===== src/rtl/des_arb_pkg.sv =====
// Shared types and widths for the DES engine arbiter.
package des_arb_pkg;

  localparam int DES_BLOCK_W = 64;
  localparam int DES_KEY_W   = 64;
  localparam int TMO_CNT_W   = 16;

  typedef enum logic [1:0] {
    IDLE  = 2'd0,
    ISSUE = 2'd1,
    WAIT  = 2'd2,
    RESP  = 2'd3
  } arb_state_e;

endpackage


===== src/rtl/des_rr_arbiter.sv =====
// 2-way round-robin grant; the pointer moves past the owner once its
// transaction completes.
module des_rr_arbiter (
  input  logic       clk,
  input  logic       reset,
  input  logic [1:0] req_i,
  input  logic       advance_i,
  input  logic       owner_i,
  output logic [1:0] grant_o
);

  logic ptr_q, ptr_d;

  // Grant decode: a lone requester wins, a tie goes to the pointer.
  always_comb begin
    grant_o = 2'b00;
    case (req_i)
      2'b01:   grant_o = 2'b01;
      2'b10:   grant_o = 2'b10;
      2'b11:   grant_o = ptr_q ? 2'b10 : 2'b01;
      default: grant_o = 2'b00;
    endcase
  end

  // Next pointer value.
  always_comb begin
    ptr_d = ptr_q;
    if (advance_i) begin
      ptr_d = ~owner_i;
    end else begin
      ptr_d = ptr_q;
    end
  end

  // Pointer register.
  always_ff @(posedge clk) begin
    if (!reset) begin
      ptr_q <= 1'b0;
    end else begin
      ptr_q <= ptr_d;
    end
  end

endmodule


===== src/rtl/des_engine_arbiter.sv =====
// Shares one DES engine between two requesters (IDLE/ISSUE/WAIT/RESP FSM).
// Optional engine watchdog: define DES_ARB_TIMEOUT_EN.
module des_engine_arbiter
  import des_arb_pkg::*;
#(
  parameter int TIMEOUT_CYCLES = 64
) (
  input  logic                   clk,
  input  logic                   reset,
  input  logic                   req0_valid,
  input  logic                   req1_valid,
  output logic                   req0_ready,
  output logic                   req1_ready,
  input  logic [DES_BLOCK_W-1:0] req0_data,
  input  logic [DES_BLOCK_W-1:0] req1_data,
  input  logic [DES_KEY_W-1:0]   req0_key,
  input  logic [DES_KEY_W-1:0]   req1_key,
  input  logic                   req0_decrypt,
  input  logic                   req1_decrypt,
  output logic                   rsp0_valid,
  output logic                   rsp1_valid,
  input  logic                   rsp0_ready,
  input  logic                   rsp1_ready,
  output logic [DES_BLOCK_W-1:0] rsp0_data,
  output logic [DES_BLOCK_W-1:0] rsp1_data,
  output logic                   rsp0_err,
  output logic                   rsp1_err,
  output logic                   eng_start,
  output logic [DES_BLOCK_W-1:0] eng_data,
  output logic [DES_KEY_W-1:0]   eng_key,
  output logic                   eng_decrypt,
  input  logic                   eng_ready,
  input  logic                   eng_done,
  input  logic [DES_BLOCK_W-1:0] eng_result
);

  if (TIMEOUT_CYCLES < 1 || TIMEOUT_CYCLES > (1 << TMO_CNT_W)) begin : g_bad_timeout
    $error("des_engine_arbiter: TIMEOUT_CYCLES out of range");
  end

  arb_state_e                   state_q, state_d;
  logic                         owner_q, owner_d;
  logic [DES_BLOCK_W-1:0]       data_q, data_d;
  logic [DES_KEY_W-1:0]         key_q, key_d;
  logic                         dec_q, dec_d;
  logic [1:0][DES_BLOCK_W-1:0]  rsp_data_q, rsp_data_d;
  logic [1:0]                   rsp_valid_q, rsp_valid_d;
  logic [1:0]                   req_valid, grant, rsp_ready;
  logic                         accept, advance;

`ifdef DES_ARB_TIMEOUT_EN
  localparam logic [TMO_CNT_W-1:0] TMO_LAST = TMO_CNT_W'(TIMEOUT_CYCLES - 1);
  logic [1:0]           err_q, err_d;
  logic [TMO_CNT_W-1:0] cnt_q, cnt_d;
`endif

  assign req_valid = {req1_valid, req0_valid};
  assign rsp_ready = {rsp1_ready, rsp0_ready};
  assign accept    = (state_q == IDLE) && (grant != 2'b00);
  assign advance   = (state_q == RESP) && rsp_ready[owner_q];

  des_rr_arbiter u_rr (
    .clk       (clk),
    .reset     (reset),
    .req_i     (req_valid),
    .advance_i (advance),
    .owner_i   (owner_q),
    .grant_o   (grant)
  );

  // Next-state and datapath capture.
  always_comb begin
    state_d     = state_q;
    owner_d     = owner_q;
    data_d      = data_q;
    key_d       = key_q;
    dec_d       = dec_q;
    rsp_data_d  = rsp_data_q;
    rsp_valid_d = rsp_valid_q;
`ifdef DES_ARB_TIMEOUT_EN
    err_d       = err_q;
    cnt_d       = cnt_q;
`endif
    case (state_q)
      IDLE: begin
        if (accept) begin
          owner_d = grant[1];
          data_d  = grant[1] ? req1_data    : req0_data;
          key_d   = grant[1] ? req1_key     : req0_key;
          dec_d   = grant[1] ? req1_decrypt : req0_decrypt;
          state_d = ISSUE;
        end else begin
          state_d = IDLE;
        end
      end
      ISSUE: begin
        if (eng_ready) begin
          state_d = WAIT;
`ifdef DES_ARB_TIMEOUT_EN
          cnt_d   = {TMO_CNT_W{1'b0}};
`endif
        end else begin
          state_d = ISSUE;
        end
      end
      WAIT: begin
        if (eng_done) begin
          rsp_data_d[owner_q]  = eng_result;
          rsp_valid_d[owner_q] = 1'b1;
`ifdef DES_ARB_TIMEOUT_EN
          err_d[owner_q]       = 1'b0;
`endif
          state_d              = RESP;
        end
`ifdef DES_ARB_TIMEOUT_EN
        // Watchdog expiry reports an error with a zeroed block.
        else if (cnt_q == TMO_LAST) begin
          rsp_data_d[owner_q]  = {DES_BLOCK_W{1'b0}};
          rsp_valid_d[owner_q] = 1'b1;
          err_d[owner_q]       = 1'b1;
          state_d              = RESP;
        end else begin
          cnt_d = cnt_q + TMO_CNT_W'(1);
        end
`else
        else begin
          state_d = WAIT;
        end
`endif
      end
      RESP: begin
        if (rsp_ready[owner_q]) begin
          rsp_valid_d[owner_q] = 1'b0;
          state_d              = IDLE;
        end else begin
          state_d = RESP;
        end
      end
      default: begin
        state_d = IDLE;
      end
    endcase
  end

  // State and capture registers; reset drops any in-flight transaction.
  always_ff @(posedge clk) begin
    if (!reset) begin
      state_q     <= IDLE;
      owner_q     <= 1'b0;
      data_q      <= {DES_BLOCK_W{1'b0}};
      key_q       <= {DES_KEY_W{1'b0}};
      dec_q       <= 1'b0;
      rsp_data_q  <= {2*DES_BLOCK_W{1'b0}};
      rsp_valid_q <= 2'b00;
`ifdef DES_ARB_TIMEOUT_EN
      err_q       <= 2'b00;
      cnt_q       <= {TMO_CNT_W{1'b0}};
`endif
    end else begin
      state_q     <= state_d;
      owner_q     <= owner_d;
      data_q      <= data_d;
      key_q       <= key_d;
      dec_q       <= dec_d;
      rsp_data_q  <= rsp_data_d;
      rsp_valid_q <= rsp_valid_d;
`ifdef DES_ARB_TIMEOUT_EN
      err_q       <= err_d;
      cnt_q       <= cnt_d;
`endif
    end
  end

  assign req0_ready  = (state_q == IDLE) && grant[0];
  assign req1_ready  = (state_q == IDLE) && grant[1];
  assign eng_start   = (state_q == ISSUE) && eng_ready;
  assign eng_data    = data_q;
  assign eng_key     = key_q;
  assign eng_decrypt = dec_q;
  assign rsp0_valid  = rsp_valid_q[0];
  assign rsp1_valid  = rsp_valid_q[1];
  assign rsp0_data   = rsp_data_q[0];
  assign rsp1_data   = rsp_data_q[1];
`ifdef DES_ARB_TIMEOUT_EN
  assign rsp0_err    = err_q[0];
  assign rsp1_err    = err_q[1];
`else
  assign rsp0_err    = 1'b0;
  assign rsp1_err    = 1'b0;
`endif

endmodule

===== config.mk =====
export PLATFORM = sky130hd
export DESIGN_NAME = des_engine_arbiter
export DESIGN_NICKNAME = d
export VERILOG_FILES = /design/src/rtl/des_arb_pkg.sv /design/src/rtl/des_rr_arbiter.sv /design/src/rtl/des_engine_arbiter.sv
export SDC_FILE = /design/constraint.sdc
export NUM_CORES = 1
export LEC_CHECK = 0
export ABC_AREA = 0
export CAP_MARGIN = 40
export CORE_AREA = 10 10 220 222
export CTS_CLUSTER_DIAMETER = 120
export DETAILED_ROUTE_END_ITERATION = 8
export DIE_AREA = 0 0 230 232
export PLACE_DENSITY = 0.57
export SYNTH_ARGS = -nofsm -noshare
export SYNTH_HDL_FRONTEND = slang
export SYNTH_SLANG_ARGS = --single-unit

===== constraint.sdc =====
create_clock -name clk -period 1.9 [get_ports clk]
set_clock_uncertainty 0.1 [all_clocks]
set_input_delay 0.285 -clock clk [delete_from_list [all_inputs] [get_ports clk]]
set_output_delay 0.285 -clock clk [all_outputs]
set_load 0.05 [all_outputs]

==> results.yml, run 1 <==
clocking:
  clockBufferDepth: 3
  clk_pin_slew_worst_paths_ns: 0.06
  clk_latency_ns: 0.53
  htreeDepth: 2
  holdBufCountCts: 0
  cts_inserted_buffers: 34
  cts-root-buf: "clkbuf_16"
  cts.sinks: 263
  cts_tree: "yes"
critical_path:
  path_class: "reg2out"
  critPathArrivalTime_ns: 1.66
  crit_path_end_kind: "output pin"
  cp-start-kind: "flip-flop"
  cp_max_fo: 4
  cp.required_ns: 1.51
grt:
  gr-usage-all-layers_pct: 19.9
  grt_pass1_vias: 12100
  antenna_found_initial: 9
  gr-total-overflow: 0
  grt_max_degree: 110
  grt_pass1_wl_um: 82200
final_layout:
  fin_cells: 2311
  layout-drive-gt1-share_pct: 22.7
  fin_nets: 2021
  area_growth_pct: 63.1
  final_core_util_pct: 42.6
  fin_area_mm2: 0.0187
detailed_routing:
  wire_per_inst_um: 24.7
  drt-total-wl_um: 57000
  drc: 0
  avgViaCountPerCell: 5.24
  ant_nets: 0
  firstDrtPassIters: 5
  num_vias: 12100
  drt_iter0_drc: 904
synth:
  yosysTopAreaCellShare_pct: 45.9
  ys_ff_latch: 263
  synth_top_area_cell: "dfxtp_1"
  yosys_warnings: 0
  synth_seq_area_share_pct: 45.9
  async_reset_ff_share_pct: 0
  synth_edf_count: 0
  syn_area_per_cell_um2: 9.79
  synthDistinctLibCells: 31
  syn_area_mm2: 0.0115
  synthCells: 1172
  ys.flop_type: "dfxtp_1"
  synth_area_leaders: "dfxtp_1 46%, a311o_1 11%, o221a_1 11%"
pwr:
  vdd_ir_drop_max_mv: 0.705
  combPwrFrac_pct: 28.0
  pwr-share-clk_pct: 37.1
  total_power_mw: 17.7
  p_sw_mw: 5.82
  static-leakage-power_nw: 7.33
  p_sw_share_pct: 32.8
  p_seq_share_pct: 34.9
  intPower_mw: 11.9
  power.density_mw_per_mm2: 947
timing:
  worst_hold_slack_ns: 0.0778
  finalCriticalPeriod_ns: 2.04
  setup_ws_ns: -0.141
  slew-limit-headroom_pct: 65.7
  setup_tns_ns: -0.215
  tightest_slew_ns: 0.516
  rsz0062_at_grt: "true"
  setup_viol: 3
  finalHoldViolCount: 0
  fin_crit_sh_pct: 107
  maxSlewViolCount: 0
  fmax_ghz: 0.490
run_status:
  status: "finished, violations left"
  violations: "setup timing"
floorplan:
  core_area_mm2: 0.0439
  io_pins: 594
  die_y_um: 232
  start_util_pct: 26.1
  die_w_um: 230
  die_area_mm2: 0.0534
  row_count: 77
place:
  place_inst: 2237
  post-place-ws_ns: -0.289
  dp.final_hpwl_um: 41000
  place_area_mm2: 0.0175
  port_buffers: 591
  gp_congestion: 0.827
run:
  cap_violations: 0
min_path:
  hold_class: "in2reg"
final cells by class:
cell class              count  area [µm²]
diodes                      3        7.51
clock inverters            12         125
flip-flops and latches    263        5270
fillers                  4327       25200
well taps                 592         741
inverters                   2        7.51
repair buffers            651        6080
clock buffers              49         998
multi-input cells         739        5490
timing repair:
item | in CTS | in global routing
buffers inserted | 5 | 5
pin swaps | 0 | 0
setup endpoints to repair | 23 | 11
resized for setup | 31 | 2
hold endpoints to repair | 0 | 0
gates cloned | 1 | 1
synth_stat cells, types with 10 or more instances:
library cell and n:
dfxtp_1 263, o21ai_0 132, nand3_1 130, a21boi_0 129, a311o_1 129, o221a_1 110
clkbuf_1 98, nand2_1 64, buf_2 46, o221a_2 19, buf_1 12, buf_6 10
per-layer routing:
metal,share of wire (%),wire length [µm],track usage (%),vias up
li1,-,-,-,5643
met1,40,23100,23.3,5882
met2,47,26900,32.8,520
met3,11,6080,8.83,66
met4,1.6,920,4.79,10
met5,0.11,63,0,-
worst max-delay path, stage by stage (launching register included):
cell     delay, ns
dfxtp_2       0.32
buf_6         0.11
or3b_4        0.39
a21oi_4       0.15
buf_12        0.16
power by group through the flow:
stage          Sequential, mW  Clock [mW]  Combinational (mW)
3_3_place_gp             6.28           0                4.88
5_1_grt                  6.22        6.97                5.23
2_1_floorplan            7.59           0                1.58
6_report                 6.18        6.57                4.97
3_5_place_dp             6.28           0                4.92
4_1_cts                  6.18        6.77                4.97
cells by family (layout without fill, tap and decap cells):
family	after synthesis	count (layout)	share of synthesized area (%)
mux	1	1	0.0872
other cells	1	5	0.0327
flops	263	263	45.9
compound gates	528	528	38.6
simple gates	208	208	8.54
buf+inv	171	714	6.85
flip-flops by register name (all words and copies together), names as in the netlist, named ones only:
| signal | count |
|---|---|
| state_q | 2 |
| owner_q | 1 |
| eng_decrypt | 1 |
| rsp0_data | 64 |
| eng_key | 64 |
| rsp1_data | 64 |
| u_rr.ptr_q | 1 |
| eng_data | 64 |
placed cells by master, fill, tap and decap left out, types with 2 or more instances in the layout:
| cell type | n |
|---|---|
| bufinv_16 | 2 |
| buf_12 | 21 |
| clkinvlp_4 | 2 |
| clkbuf_8 | 7 |
| buf_6 | 3 |
| nand2_1 | 64 |
| dlygate4sd2_1 | 20 |
| a21boi_0 | 129 |
| clkinv_2 | 6 |
| dfxtp_1 | 260 |
| clkbuf_1 | 7 |
| diode_2 | 3 |
| nand3_1 | 130 |
| buf_4 | 276 |
| nor2_1 | 4 |
| o21ai_0 | 132 |
| clkdlybuf4s50_1 | 326 |
| dfxtp_2 | 2 |
| o221a_2 | 19 |
| a311o_1 | 129 |
| clkbuf_16 | 36 |
| o221a_1 | 110 |
| conb_1 | 2 |
| a21oi_1 | 4 |
| inv_1 | 2 |
| nor2_4 | 2 |
path summary, 6_finish.rpt:
check	cells after the start	end	startpoint	slack, ns
setup / recovery	4	req0_ready	state_q[1]$_SDFF_PN0_	-0.14
hold / removal	3	rsp1_data[11]$_SDFFE_PN0P_	reset	0.08
setup reg to reg	5	eng_data[32]$_SDFFE_PN0P_	u_rr.ptr_q$_SDFFE_PN0P_	0.06
hold reg to reg	2	rsp0_data[59]$_SDFFE_PN0P_	rsp0_data[59]$_SDFFE_PN0P_	0.37
Note: power is estimated with default switching activity, not from simulation.
==> inputs of run 2 (changes only) <==
Clock period 1.9 ns to 2.1 ns, I/O delays scaled along.
==> run 2 against run 1 <==
  * Largest power group unchanged
  * Final area increased by 0.99%
  * Count of clock-buffer cells in the layout increased by 9
  * Global-route usage decreased by 0.12 points
  * Die area unchanged
  * Routed wire length decreased by 1.2%
  * Combinational power decreased by 13%
  * The run now ends clean
  * First-iteration DRC count decreased by 3.5%
  * Register-to-register slack improved by 0.11 ns
  * Clock power decreased by 11%
  * Worst hold slack improved by 0.00095 ns
==> results.yml, run 2 (synthesis gave the netlist of run 1 again) <==
detailed_routing:
  drt-total-wl_um: 56300
  ant_nets: 0
  num_vias: 12100
  firstDrtPassIters: 5
  avgViaCountPerCell: 5.24
  drt_iter0_drc: 872
  wire_per_inst_um: 24.4
  drc: 0
critical_path:
  path_buf_inv: 2
  cp-startpoint: "state_q[1]$_SDFF_PN0_"
  cp.required_ns: 1.68
  max_stage_delay_ns: 0.33
  crit_chain: "buf_4, nor2_1, and3_4, buf_12"
  critPathArrivalTime_ns: 1.58
  path_delay_family: "simple AND/OR/NAND/NOR gates"
  cp-start-kind: "flip-flop"
  cpMaxStageDelayCell: "dfxtp_1"
  path_class: "reg2out"
  cp_max_fo: 11
  crit_path_end_kind: "output pin"
  worstReg2RegStart: "u_rr.ptr_q$_SDFFE_PN0P_"
grt:
  gr-max-usage-layer: "met2"
  antenna_found_initial: 9
  grt_pass1_vias: 11900
  grt_use_met2_pct: 32.1
  gr-usage-all-layers_pct: 19.8
  grt_max_degree: 137
  use_met3_pct: 9.68
  gr-total-overflow: 0
  met1_usage_pct: 23.3
  grt_pass1_wl_um: 81900
floorplan:
  die_w_um: 230
  io_pins: 594
  start_util_pct: 26.1
  die_y_um: 232
  die_area_mm2: 0.0534
  row_count: 77
  core_area_mm2: 0.0439
final_layout:
  final_cell_mix: "326 x clkdlybuf4s50_1, 262 x dfxtp_1, 218 x dlygate4sd2_1"
  fin_nets: 2017
  final_core_util_pct: 43.0
  layout-drive-gt1-share_pct: 10.3
  area_growth_pct: 64.7
  final_common_cell: "clkdlybuf4s50_1"
  fillers: 4276
timing:
  maxSlewViolCount: 0
  fin_crit_sh_pct: 95.2
  rsz0062_at_grt: "false"
  slew-limit-headroom_pct: 61.9
  fmax_ghz: 0.500
  tightest_slew_ns: 0.567
  setup_tns_ns: 0
  finalCriticalPeriod_ns: 2.00
  finalHoldViolCount: 0
  setup_viol: 0
run_status:
  status: "finished, final reports clean"
run:
  cap_violations: 0
pwr:
  vdd_ir_drop_max_mv: 0.603
  power.density_mw_per_mm2: 832
  total_power_mw: 15.7
  static-leakage-power_nw: 7.74
clocking:
  clk_latency_ns: 0.53
  cts_tree: "yes"
  cts-root-buf: "clkbuf_16"
  holdBufCountCts: 0
  cts.sinks: 263
  clockBufferDepth: 3
  cts_setup_buffers: 0
  cts_inserted_buffers: 35
  clk_pin_slew_worst_paths_ns: 0.06
  htreeDepth: 2
place:
  port_buffers: 591
  dp.final_hpwl_um: 41100
  gp_congestion: 0.801
min_path:
  hold_class: "in2reg"
  min_from: "reset"
## run 2: report_power, final
group          switching (mW)  internal (mW)
Sequential              0.205           5.36
Clock                    2.29           3.52
Combinational            2.63           1.71
## run 2: layout make-up
| type | count | area, µm² | share of cell area (%) |
|---|---|---|---|
| inverters | 2 | 7.51 | 0.0397 |
| well taps | 592 | 741 | 3.92 |
| diodes | 2 | 5.00 | 0.0265 |
| clock inverters | 3 | 43.8 | 0.232 |
| multi-input cells | 740 | 5490 | 29.0 |
| repair buffers | 645 | 6300 | 33.3 |
| flip-flops and latches | 263 | 5270 | 27.9 |
| clock buffers | 58 | 1050 | 5.57 |
## run 2: what timing repair did
item	CTS	global route
resized for setup	221	1
endpoints found under the setup margin	219	2
gates cloned	0	1
## run 2: per-layer routing
metal / vias to the layer above / share of wire [%]
li1: 5637 / -
met1: 5834 / 40
met2: 520 / 46
met3: 67 / 12
met4: 12 / 1.6
met5: - / 0.12
## run 2: per-stage QoR
stage          cells  instance area [µm²]  setup slack [ns]  hold slack [ns]
2_1_floorplan   1173                11500             0.268            0.372
3_3_place_gp    2242                18100            -0.205            0.353
3_5_place_dp    2242                18100            -0.226            0.363
4_1_cts         2302                18900          0.000245           0.0608
5_1_grt         2304                18900            0.0139           0.0694
6_report        2305                18900             0.101           0.0788
## run 2: path summary, 6_finish.rpt
kind | to | slack [ns] | cells past startpoint
min | eng_data[28]$_SDFFE_PN0P_ | 0.08 | 2
max | req1_ready | 0.10 | 4
max reg2reg | eng_key[0]$_SDFFE_PN0P_ | 0.17 | 5
min reg2reg | rsp1_data[17]$_SDFFE_PN0P_ | 0.37 | 2
## run 2: worst register-to-register path, stage by stage, from the launching register on
cell and delay, ns:
dfxtp_2 0.35, nand2b_4 0.25, buf_12 0.22, buf_12 0.17, a21boi_0 0.49, o221a_1 0.28
==> inputs of run 3 (changes only) <==
Settings changed: CORE_AREA 10 10 220 222 to 10 10 225 227, DIE_AREA 0 0 230 232 to 0 0 235 237.
Clock period 2.1 ns to 1.7 ns, I/O delays scaled along.
==> run 3 against run 2 <==
  * Cell count rose by 2.8%
  * Largest cell class unchanged
  * The run now ends with setup timing left
  * Power rose by 27%
  * Routed wire length rose by 1.4%
  * Count of clock-buffer cells in the layout fell by 9
  * Clock power rose by 21%
  * Core utilization fell by 0.52 points
  * Sequential share of layout area fell by 1.0 points
  * Final area rose by 3.8%
  * Die area rose by 4.4%
  * Global-route usage fell by 1.2 points
  * Combinational power rose by 40%
  * Worst setup slack got worse by 0.36 ns
  * Critical path type is now in2out
==> results.yml, run 3 (synthesis gave the netlist of run 1 again) <==
clocking:
  clk_pin_slew_worst_paths_ns: 0.06
  cts.sinks: 263
  cts_tree: "yes"
  htreeDepth: 2
  clk_latency_ns: 0.53
  cts_inserted_buffers: 34
  clockBufferDepth: 3
  cts-root-buf: "clkbuf_16"
grt:
  grt_pass1_vias: 12300
  grt_max_degree: 100
  grt_pass1_wl_um: 81900
  gr-total-overflow: 0
  gr-usage-all-layers_pct: 18.6
  antenna_found_initial: 10
place:
  place_inst: 2275
  dp.final_hpwl_um: 40300
  port_buffers: 591
  gp_congestion: 0.803
final_layout:
  fin_nets: 2065
  area_growth_pct: 71.0
  fin_cells: 2370
  layout-drive-gt1-share_pct: 25.9
  final_common_cell: "clkdlybuf4s50_1"
  final_core_util_pct: 42.5
  final_cell_mix: "327 x clkdlybuf4s50_1, 298 x buf_4, 260 x dfxtp_1"
detailed_routing:
  ant_nets: 0
  wire_per_inst_um: 24.1
  drt_iter0_drc: 845
  drc: 0
  num_vias: 12300
  drt-total-wl_um: 57200
  avgViaCountPerCell: 5.19
  firstDrtPassIters: 5
pwr:
  vdd_ir_drop_max_mv: 0.660
  combPwrFrac_pct: 30.4
  pwr-share-clk_pct: 35.2
  power.density_mw_per_mm2: 1020
  static-leakage-power_nw: 7.71
  intPower_mw: 13.5
  p_seq_share_pct: 34.4
  p_sw_mw: 6.57
  p_sw_share_pct: 32.8
timing:
  setup_ws_ns: -0.264
  fmax_ghz: 0.509
  finalHoldViolCount: 0
  fin_crit_sh_pct: 116
  maxSlewViolCount: 0
  rsz0062_at_grt: "true"
  setup_viol: 87
  finalCriticalPeriod_ns: 1.96
  tightest_slew_ns: 0.569
  slew-limit-headroom_pct: 62.0
critical_path:
  cp.required_ns: 1.34
  crit_chain: "clkdlybuf4s50_1, or3b_4, a21oi_4, buf_12"
  r2r_end: "eng_key[16]$_SDFFE_PN0P_"
  reg2reg_slack_ns: -0.15
  cp-start-kind: "primary input"
  cpMaxStageDelayCell: "clkdlybuf4s50_1"
  worstReg2RegStart: "u_rr.ptr_q$_SDFFE_PN0P_"
  max_stage_delay_ns: 0.59
  critPathArrivalTime_ns: 1.61
  r2r_cells: 7
  path_class: "in2out"
  cp_max_fo: 3
  crit_path_end_kind: "output pin"
floorplan:
  io_pins: 594
  die_y_um: 237
  core_area_mm2: 0.0462
  die_w_um: 235
  start_util_pct: 24.9
  die_area_mm2: 0.0557
  row_count: 79
min_path:
  hold_class: "in2reg"
  hold_end: "state_q[0]$_SDFF_PN0_"
  min_from: "req1_valid"
  holdPathStages: 3
run:
  cap_violations: 0
run_status:
  status: "finished, violations left"
  violations: "setup timing"
==> run 3: changes by cell type in the layout (fill, tap and decap cells not counted), moves of 5 or more <==
cell,delta
dlygate4sd2_1,-218
a21boi_0,-6
buf_16,+5
buf_12,+10
clkbuf_1,-8
buf_4,+228
clkbuf_16,+17
==> run 3: how the worst max path moves through the flow <==
| stage | from | endpoint | cells after the start |
|---|---|---|---|
| after floorplan | req1_valid | req1_ready | 4 |
| after global placement | req0_valid | eng_data[16]$_SDFFE_PN0P_ | 6 |
| after detailed placement | req0_valid | eng_data[16]$_SDFFE_PN0P_ | 6 |
| after CTS | state_q[1]$_SDFF_PN0_ | req0_ready | 3 |
| after global routing | state_q[1]$_SDFF_PN0_ | req0_ready | 3 |
| final | req0_valid | req0_ready | 4 |
==> run 3: metrics by stage <==
step                total power, mW  hold slack (ns)  setup TNS (ns)  cell area (µm²)  setup WS (ns)
finish                         20.0            0.112           -9.01            19600         -0.264
global route                   20.9            0.111          -13.76            19600         -0.306
CTS                            19.9           0.0994           -1.44            19000         -0.297
detailed placement             12.7            0.364          -55.19            17800         -0.421
global placement               12.7            0.356          -47.88            17800         -0.398
floorplan                      10.3            0.312         -0.0585            11500        -0.0585
==> run 3: layout make-up <==
| type | instances | area (µm²) |
|---|---|---|
| fillers | 4449 | 26500 |
| repair buffers | 695 | 6960 |
| multi-input cells | 739 | 5510 |
| flip-flops and latches | 263 | 5270 |
| clock buffers | 49 | 1010 |
| well taps | 607 | 759 |
| clock inverters | 11 | 88.8 |
| diodes | 4 | 10.0 |
| inverters | 2 | 7.51 |
==> run 3: timing repair <==
action,in CTS,in global routing
pin swaps,31,42
hold buffers,1,0
resized for setup,14,30
cloned,1,18
endpoints found under the hold margin,1,0
buffers inserted,4,10
setup endpoints to repair,3,128
==> run 3: power groups by stage <==
stage	clock network [mW]	logic, mW	registers [mW]
finish	7.05	6.09	6.90
detailed placement	0	5.70	7.02
global route	7.49	6.42	6.94
CTS	7.23	5.78	6.90
floorplan	0	1.77	8.49
global placement	0	5.67	7.01
==> run 3: routing by layer <==
metal	vias up	track usage (%)	part of all wire [%]
li1	5748	-	-
met1	5901	21.9	40
met2	562	30.2	46
met3	72	8.79	11
met4	10	4.18	1.8
met5	-	0	0.11
==> run 3: critical path, delay by kind of cell <==
kind	cells	cell delay [ns]
buffers and inverters	2	0.75
AND/OR/NAND/NOR	1	0.44
AO/OA/AOI/OAI	1	0.16
